==> config.mk <==
export PLATFORM = sky130hd
export DESIGN_NAME = cordic_iter_engine
export DESIGN_NICKNAME = d
export VERILOG_FILES = /design/src/rtl/cordic_iter_engine.sv
export SDC_FILE = /design/constraint.sdc
export NUM_CORES = 1
export LEC_CHECK = 0
export CAP_MARGIN = 20
export CORE_MARGIN = 3
export CORE_UTILIZATION = 55
export CTS_CLUSTER_SIZE = 8
export DETAILED_ROUTE_END_ITERATION = 8
export PLACE_DENSITY = 0.87
export SYNTH_ARGS = -nofsm -noshare
export SYNTH_HDL_FRONTEND = slang
export SYNTH_SLANG_ARGS = --single-unit
==> constraint.sdc <==
create_clock -name clk_i -period 11.9 [get_ports clk_i]
set_input_delay 2.38 -clock clk_i [delete_from_list [all_inputs] [get_ports clk_i]]
set_output_delay 2.38 -clock clk_i [all_outputs]
set_load 0.01 [all_outputs]
==> src/rtl/cordic_iter_engine.sv <==
// Iterative CORDIC engine: one shift-add micro-rotation stage reused ITERATIONS times per sample.
// Latency: a sample accepted at edge E0 gives valid_o from edge E0+ITERATIONS. Throughput is 1 sample per ITERATIONS+2 cycles.
// Backpressure: ready_o is high only in IDLE. The result is held stable in DONE until ready_i; upstream valid_i is never buffered.
//
// Ports:
//   clk_i, rstn_i             clock, synchronous active-low reset
//   valid_i/ready_o           input handshake for x_i, y_i (DW, signed) and a_i (AW, signed, 2^(AW-1) = pi)
//   valid_o/ready_i           output handshake for x_o, y_o (DW, signed) and a_o (AW, signed)
// MODE "rotation" drives the angle register to zero. MODE "vectoring" drives y to zero, and the angle
// register then accumulates the vector angle, so a_o = a_i + atan2(y_i, x_i). No gain compensation (K ~ 1.6468).
module cordic_iter_engine #(
    parameter int    DW         = 16,
    parameter int    AW         = 16,
    parameter int    ITERATIONS = 14,
    parameter string MODE       = "rotation"
) (
    input  logic                 clk_i,
    input  logic                 rstn_i,
    input  logic                 valid_i,
    output logic                 ready_o,
    input  logic signed [DW-1:0] x_i,
    input  logic signed [DW-1:0] y_i,
    input  logic signed [AW-1:0] a_i,
    output logic                 valid_o,
    input  logic                 ready_i,
    output logic signed [DW-1:0] x_o,
    output logic signed [DW-1:0] y_o,
    output logic signed [AW-1:0] a_o
);

    localparam int CW        = (ITERATIONS > 1) ? $clog2(ITERATIONS) : 1;
    localparam bit VECTORING = (MODE == "vectoring");
    localparam logic [CW-1:0] LAST = CW'(ITERATIONS - 1);
    localparam real PI = 3.14159265358979323846;

    typedef logic [ITERATIONS-1:0][AW-1:0] atan_tbl_t;

    // ATAN[i] = round(atan(2^-i) * 2^(AW-1) / pi), evaluated at elaboration.
    function automatic atan_tbl_t build_atan();
        atan_tbl_t tbl;
        real       t;
        real       full;
        full = 1.0;
        for (int k = 0; k < AW - 1; k++) begin
            full = full * 2.0;
        end
        t = 1.0;
        for (int i = 0; i < ITERATIONS; i++) begin
            tbl[i] = AW'($rtoi($atan(t) * full / PI + 0.5));
            t = t / 2.0;
        end
        return tbl;
    endfunction

    localparam atan_tbl_t ATAN = build_atan();

    typedef enum logic [1:0] {
        S_IDLE = 2'd0,
        S_RUN  = 2'd1,
        S_DONE = 2'd2
    } state_t;

    state_t                state_q, state_d;
    logic [CW-1:0]         cnt_q, cnt_d;
    logic signed [DW-1:0]  x_q, x_d;
    logic signed [DW-1:0]  y_q, y_d;
    logic signed [AW-1:0]  a_q, a_d;
    // Holds ready_o low for the reset cycles themselves; set by the first edge after release.
    logic                  live_q, live_d;

    logic signed [DW-1:0]  x_sh;
    logic signed [DW-1:0]  y_sh;
    logic signed [AW-1:0]  at;
    logic                  ccw;

    // Single shared micro-rotation stage; the counter picks the shift and the table entry.
    always_comb begin
        x_sh = x_q >>> cnt_q;
        y_sh = y_q >>> cnt_q;
        at   = $signed(ATAN[cnt_q]);
        // Counter-clockwise step when the residual angle is non-negative (rotation)
        // or when the vector sits below the x axis (vectoring).
        ccw  = VECTORING ? y_q[DW-1] : ~a_q[AW-1];
    end

    always_comb begin
        state_d = state_q;
        cnt_d   = cnt_q;
        x_d     = x_q;
        y_d     = y_q;
        a_d     = a_q;
        live_d  = 1'b1;
        ready_o = 1'b0;
        valid_o = 1'b0;

        unique case (state_q)
            S_IDLE: begin
                ready_o = live_q;
                if (valid_i && live_q) begin
                    x_d     = x_i;
                    y_d     = y_i;
                    a_d     = a_i;
                    cnt_d   = '0;
                    state_d = S_RUN;
                end
            end
            S_RUN: begin
                if (ccw) begin
                    x_d = x_q - y_sh;
                    y_d = y_q + x_sh;
                    a_d = a_q - at;
                end else begin
                    x_d = x_q + y_sh;
                    y_d = y_q - x_sh;
                    a_d = a_q + at;
                end
                if (cnt_q == LAST) begin
                    cnt_d   = '0;
                    state_d = S_DONE;
                end else begin
                    cnt_d = cnt_q + 1'b1;
                end
            end
            S_DONE: begin
                valid_o = 1'b1;
                if (ready_i) begin
                    state_d = S_IDLE;
                end
            end
            default: begin
                state_d = S_IDLE;
            end
        endcase
    end

    always_ff @(posedge clk_i) begin
        if (!rstn_i) begin
            state_q <= S_IDLE;
            cnt_q   <= '0;
            x_q     <= '0;
            y_q     <= '0;
            a_q     <= '0;
            live_q  <= 1'b0;
        end else begin
            state_q <= state_d;
            cnt_q   <= cnt_d;
            x_q     <= x_d;
            y_q     <= y_d;
            a_q     <= a_d;
            live_q  <= live_d;
        end
    end

    assign x_o = x_q;
    assign y_o = y_q;
    assign a_o = a_q;

endmodule

# Word-level counts from Yosys, hierarchy flattened
# Memory sizes are Yosys's and may differ from the RTL's. A register that Yosys moved wholly into a read port is not among the register bits.
# Index checks and enable logic that the tools add are counted.
# W data, S select, Z words.
# classes
reduce_logical	5
muxes	22
addsub	7
shifts	2
order_cmp	1
n_eq_ne	6
# ops
op	n
$mux W16	7
$pmux W16 S2	3
$add A16 B16 Y16	3
$sub A16 B16 Y16	3
$sshr A16 B4 Y16	2
$mux W4	4
$pmux W4 S2	1
$mux W2	3
$ne A2 B2 Y1 const B	3
$pmux W2 S3	1
$lt A4 B5 Y1 const B	1
$add A4 B1 Y4 const B	1
$eq A4 B4 Y1 const B	1
$mux W1	3
$reduce_and A3 Y1	1
$eq A2 B1 Y1 const B	1
$eq A2 B2 Y1 const B	1
$logic_not A2 Y1	1
$reduce_and A2 Y1	1
$reduce_bool A2 Y1	1
$logic_and A1 B1 Y1	1
# word_totals
mem_count	1
input_bits	52
rom_bits	256
regBits	55
# mem_list
name	words	width	rd	rd_clocked_by_memory_dff	wr	line	source
(no name shown)	16	16	1	1	0	80	at = $signed(ATAN[cnt_q]);

# Depth between registers and ports, before layout
# logic_depth
depth_word	5
depth_mapped	21
ltp_nobuf	18

# Worst setup path after synthesis
# Ideal clock, no wire load.
# synth_timing
path_type	register to register
from	register cnt_q[0]
to	register y_q[15], in the netlist y_o[15]
required_time_ns	11.778
path_stages_with_launch	19
period_less_slack_ns	4.628
arrival_ns	4.506
path_slack_ns	7.272
n_path_buf	3
cell_sequence	dfxtp_1 -> buf_6 -> buf_6 -> buf_6 -> mux4_2 -> mux4_2 -> inv_1 -> ha_1 -> inv_1 -> o41ai_1 -> xor2_1 -> ha_1 -> or3_1 -> o31ai_1 -> o21ai_0 -> and4_1 -> or3_1 -> a211oi_1 -> nor3b_1
# synth_via
elab_chain_cells	4
elab_cells_between_ends	5
cone_classes	add/sub: 2; shift: 1; mux: 2
# synth_rtl
item	line	source
from (decl)	64	logic [CW-1:0] cnt_q, cnt_d;
from (signal assigned)	146	cnt_q <= cnt_d;
$sshr A16 B4 Y16 *	78	x_sh = x_q >>> cnt_q;
$add A16 B16 Y16 / $sub A16 B16 Y16 (equally long branches)	110, 114	
$mux W16 *	108	if (ccw) begin
$pmux W16 S2 *	96	unique case (state_q)
to (signal assigned)	148	y_q <= y_d;
to (decl)	66	logic signed [DW-1:0] y_q, y_d;
# Every way passes the cells marked *; elsewhere a longest branch is shown, timed or not.
# A chain may end at the register's enable or synchronous reset.

# Worst setup path after layout
# layout_timing
from	register cnt_q[1]
to	register y_q[15], in the netlist y_o[15]
# Same word-level chain as after synthesis.

==> results.md <==
| Item | This run |
|:---|:---|
| WP data required | 12130 ps |
| Number of gates resized after CTS | 0 |
| Max-slew headroom | 0.287 |
| Clock skew | 8.75 ps |
| Num CTS Buffers | 9 |
| Inserted Diodes | 0 |
| Wire length of the first global-routing pass | 34300 um |
| Mean instance size in the synthesized netlist | 8.47 um^2 |
| Final-stage net count | 1066 |
| Setup_tns | 0 ps |
| # setup viols final | 0 |
| Number of sinks handled by clock tree synthesis | 69 |
| Largest net degree at the start of global routing | 70 |
| Met2 usage in global routing | 0.482 |
| Total number of placement rows | 42 |
| Drt drc | 0 |
| Final core occ | 0.667 |
| Via/cell ratio | 6.45 |
| Number of flip-flops and latches in the synthesized netlist | 69 |
| Worst Path Buf+Inv | 2 |
| Top Family by Delay on Critical Path | simple AND/OR/NAND/NOR gates |
| Period Utilization, post-route | 0.441 |
| Synth Flop Type | sky130_fd_sc_hd__dfxtp_1 |
| Transition at the pin with the smallest max-transition slack | 1070 ps |
| Count of flip-flops with a built-in enable after synthesis | 0 |
| Initial cell density of the core | 0.564 |
| Initial DRC count | 577 |
| Post-synthesis instance total | 886 |
| Largest vdd supply drop | 0.0854 mV |
| Number of post-CTS setup repair buffers | 0 |
| Mapped Area | 7500 um^2 |
| Type of the tightest min-delay check | flop to flop |
| Total nets after synthesis | 1000 |
| Highest-count cells in the layout ignoring fill and taps | sky130_fd_sc_hd__clkdlybuf4s50_1 (100), sky130_fd_sc_hd__nand2_1 (82), sky130_fd_sc_hd__nor2_1 (72), sky130_fd_sc_hd__dfxtp_1 (67), sky130_fd_sc_hd__ha_1 (59) |
| Critical path fanouts, max | 50 |
| Data arrival time of the critical path | 5480 ps |
| WP depth | 17 |
| Clk Latency, worst-skew pair | 350 ps |
| Total count of max-transition violations in the final report | 0 |
| Most frequent standard cell in the layout excluding fill and tap cells | sky130_fd_sc_hd__clkdlybuf4s50_1 |
| Layout cell share with drive strength beyond 1 | 0.0878 |
| Area of the placeable core | 13300 um^2 |
| Post-detailed-placement half-perimeter wirelength | 15300 um |
| Final cell area excluding filler cells | 8870 um^2 |
| Final WL | 21300 um |
| Crit path cell chain | mux4_2 > mux2i_1 > o21ai_0 > inv_1 > ha_1 > inv_1 > nor3_1 > a21oi_1 > xnor2_1 > ha_1 > or3_1 > o31ai_1 > o21ai_0 > and4_1 > or3_1 > a211oi_1 > nor3b_1 |
| Library cell contributing the largest single delay on the critical path | sky130_fd_sc_hd__dfxtp_2 |
| Number of search-and-repair iterations in the first detailed-routing pass | 5 |
| Pwr dens | 158 nW/um^2 |
| Share of async-settable or async-resettable flops after synthesis | 0 |
| GRT Overall Usage | 0.286 |
| Global placement routability congestion | 0.967 |
| Sequential cell area fraction in the yosys report | 0.184 |
| Die span in x | 123 um |
| Number of buffers inserted by port buffering | 101 |
| Run status | completed |
| Met3 capacity usage during global routing | 0.0608 |
| Total placed instance area | 8550 um^2 |
| Total I/O pin count | 102 |
| Filler Cells Inserted | 1131 |
| GRT busiest layer | met2 |
| Number of distinct standard cells referenced by the synthesized netlist | 69 |
| Root Buffer | sky130_fd_sc_hd__clkbuf_16 |
| Kind of start point of the critical path | flop |
| Via count of the first global-routing pass | 7004 |
| Max incr delay on CP | 1030 ps |
| Depth of the CTS H-tree | 3 |
| Fraction of met1 tracks used by global routing | 0.351 |
| Critical path type | flop to flop |
| Total grt overflow | 0 |
| Crit path time final | 5250 ps |
| Logic depth of the worst register-to-register path | 17 |
| Number of warnings printed during yosys synthesis | 0 |
| Buffer levels on the longest clock path | 2 |
| Total vias in the final route | 7306 |
| Routed length per placed instance | 18.8 um |
| Hold Fails Final Rpt | 0 |
| Initial antenna violation count | 0 |
| Post-CTS clock slew at the launch and capture registers of the worst setup and hold paths | 60 ps |
| RSZ-0062 raised after global routing | no |
| Type of element capturing the critical path | flop |
| Vertical extent of the die | 123 um |
| Number of nets with antenna violations after detailed routing | 0 |
| Max Cap Violations | 0 |
| Post-cts hold buffer count | 0 |
| TritonCTS clock tree | built |
| Worst Hold Path Cells | 2 |
| Final Power | 1400 uW |
| Die area | 15100 um^2 |
| Layout-stage area growth over the synthesis result | 18.2% |
| Max Clk Rate | 190 MHz |
| Leakage Power | 0.00396 uW |
## logic make-up after synthesis
logic type,share of synthesized area
AND/OR/NAND/NOR,0.183
AO/OA/AOI/OAI,0.225
multiplexers,0.173
buffers and inverters,0.0424
XOR/XNOR,0.0864
flip-flops,0.184
adder cells (fa/ha/maj),0.106
## Yosys cell counts (all sizes together), types with 19 or more instances
| cell type | n | area [um^2] |
|---|---|---|
| nand2 | 82 | 308 |
| nor2 | 72 | 270 |
| dfxtp | 69 | 1380 |
| ha | 59 | 738 |
| a21oi | 57 | 285 |
| xnor2 | 43 | 377 |
| o21ai | 42 | 210 |
| mux2i | 41 | 410 |
| mux4 | 35 | 788 |
| clkbuf | 33 | 124 |
| xor2 | 31 | 272 |
| o211a | 24 | 240 |
| inv | 23 | 86.3 |
| nor3 | 22 | 115 |
| nor2b | 21 | 131 |
| buf | 19 | 104 |
## metrics by stage
| step | setup WS (ps) | hold WS [ps] | instances |
|---|---|---|---|
| 2_1_floorplan | 7270 | 585 | 886 |
| 3_3_place_gp | 6700 | 591 | 1116 |
| 3_5_place_dp | 6610 | 606 | 1116 |
| 4_1_cts | 6610 | 618 | 1132 |
| 5_1_grt | 6240 | 658 | 1133 |
| 6_report | 6650 | 620 | 1133 |
## flip-flops by register name, indices dropped and copies added, names as in the netlist
| signal | cells |
|---|---|
| live_q | 1 |
| x_o | 16 |
| cnt_q | 4 |
| state_q | 2 |
| at | 14 |
| a_o | 16 |
| y_o | 16 |
## worst min-delay path, delay by kind of cell (launching register included)
kind	cells	cell delay, ps
simple gates	1	100
flops	1	370
compound gates	1	110
## power breakdown
| group | leakage (uW) | switching, uW | internal [uW] |
|---|---|---|---|
| Combinational | 0.00324 | 429 | 382 |
| Clock | 0.000149 | 113 | 168 |
| Sequential | 0.000568 | 52.5 | 256 |
| Total | 0.00396 | 595 | 806 |
## path summary, 6_finish.rpt
path | slack, ps | start | endpoint
max reg2reg | 6650 | cnt_q[1] | y_o[15]
max | 6650 | cnt_q[1] | y_o[15]
min | 620 | a_o[12] | a_o[12]
min reg2reg | 620 | a_o[12] | a_o[12]
## final cells by class
| class | instances | area, um^2 | area share |
|---|---|---|---|
| clock inverters | 6 | 61.3 | 0.00692 |
| repair buffers | 107 | 1060 | 0.120 |
| multi-input cells | 741 | 5810 | 0.655 |
| well taps | 176 | 220 | 0.0248 |
| inverters | 24 | 90.1 | 0.0102 |
| clock buffers | 10 | 239 | 0.0270 |
| flip-flops and latches | 69 | 1380 | 0.156 |
## per-layer routing
| layer | routed length, um | share of wire |
|---|---|---|
| met5 | 0 | 0 |
| met4 | 875 | 0.041 |
| met3 | 1710 | 0.080 |
| met2 | 10300 | 0.48 |
| met1 | 8380 | 0.39 |
No activity file was read; power rests on OpenSTA's default activity.
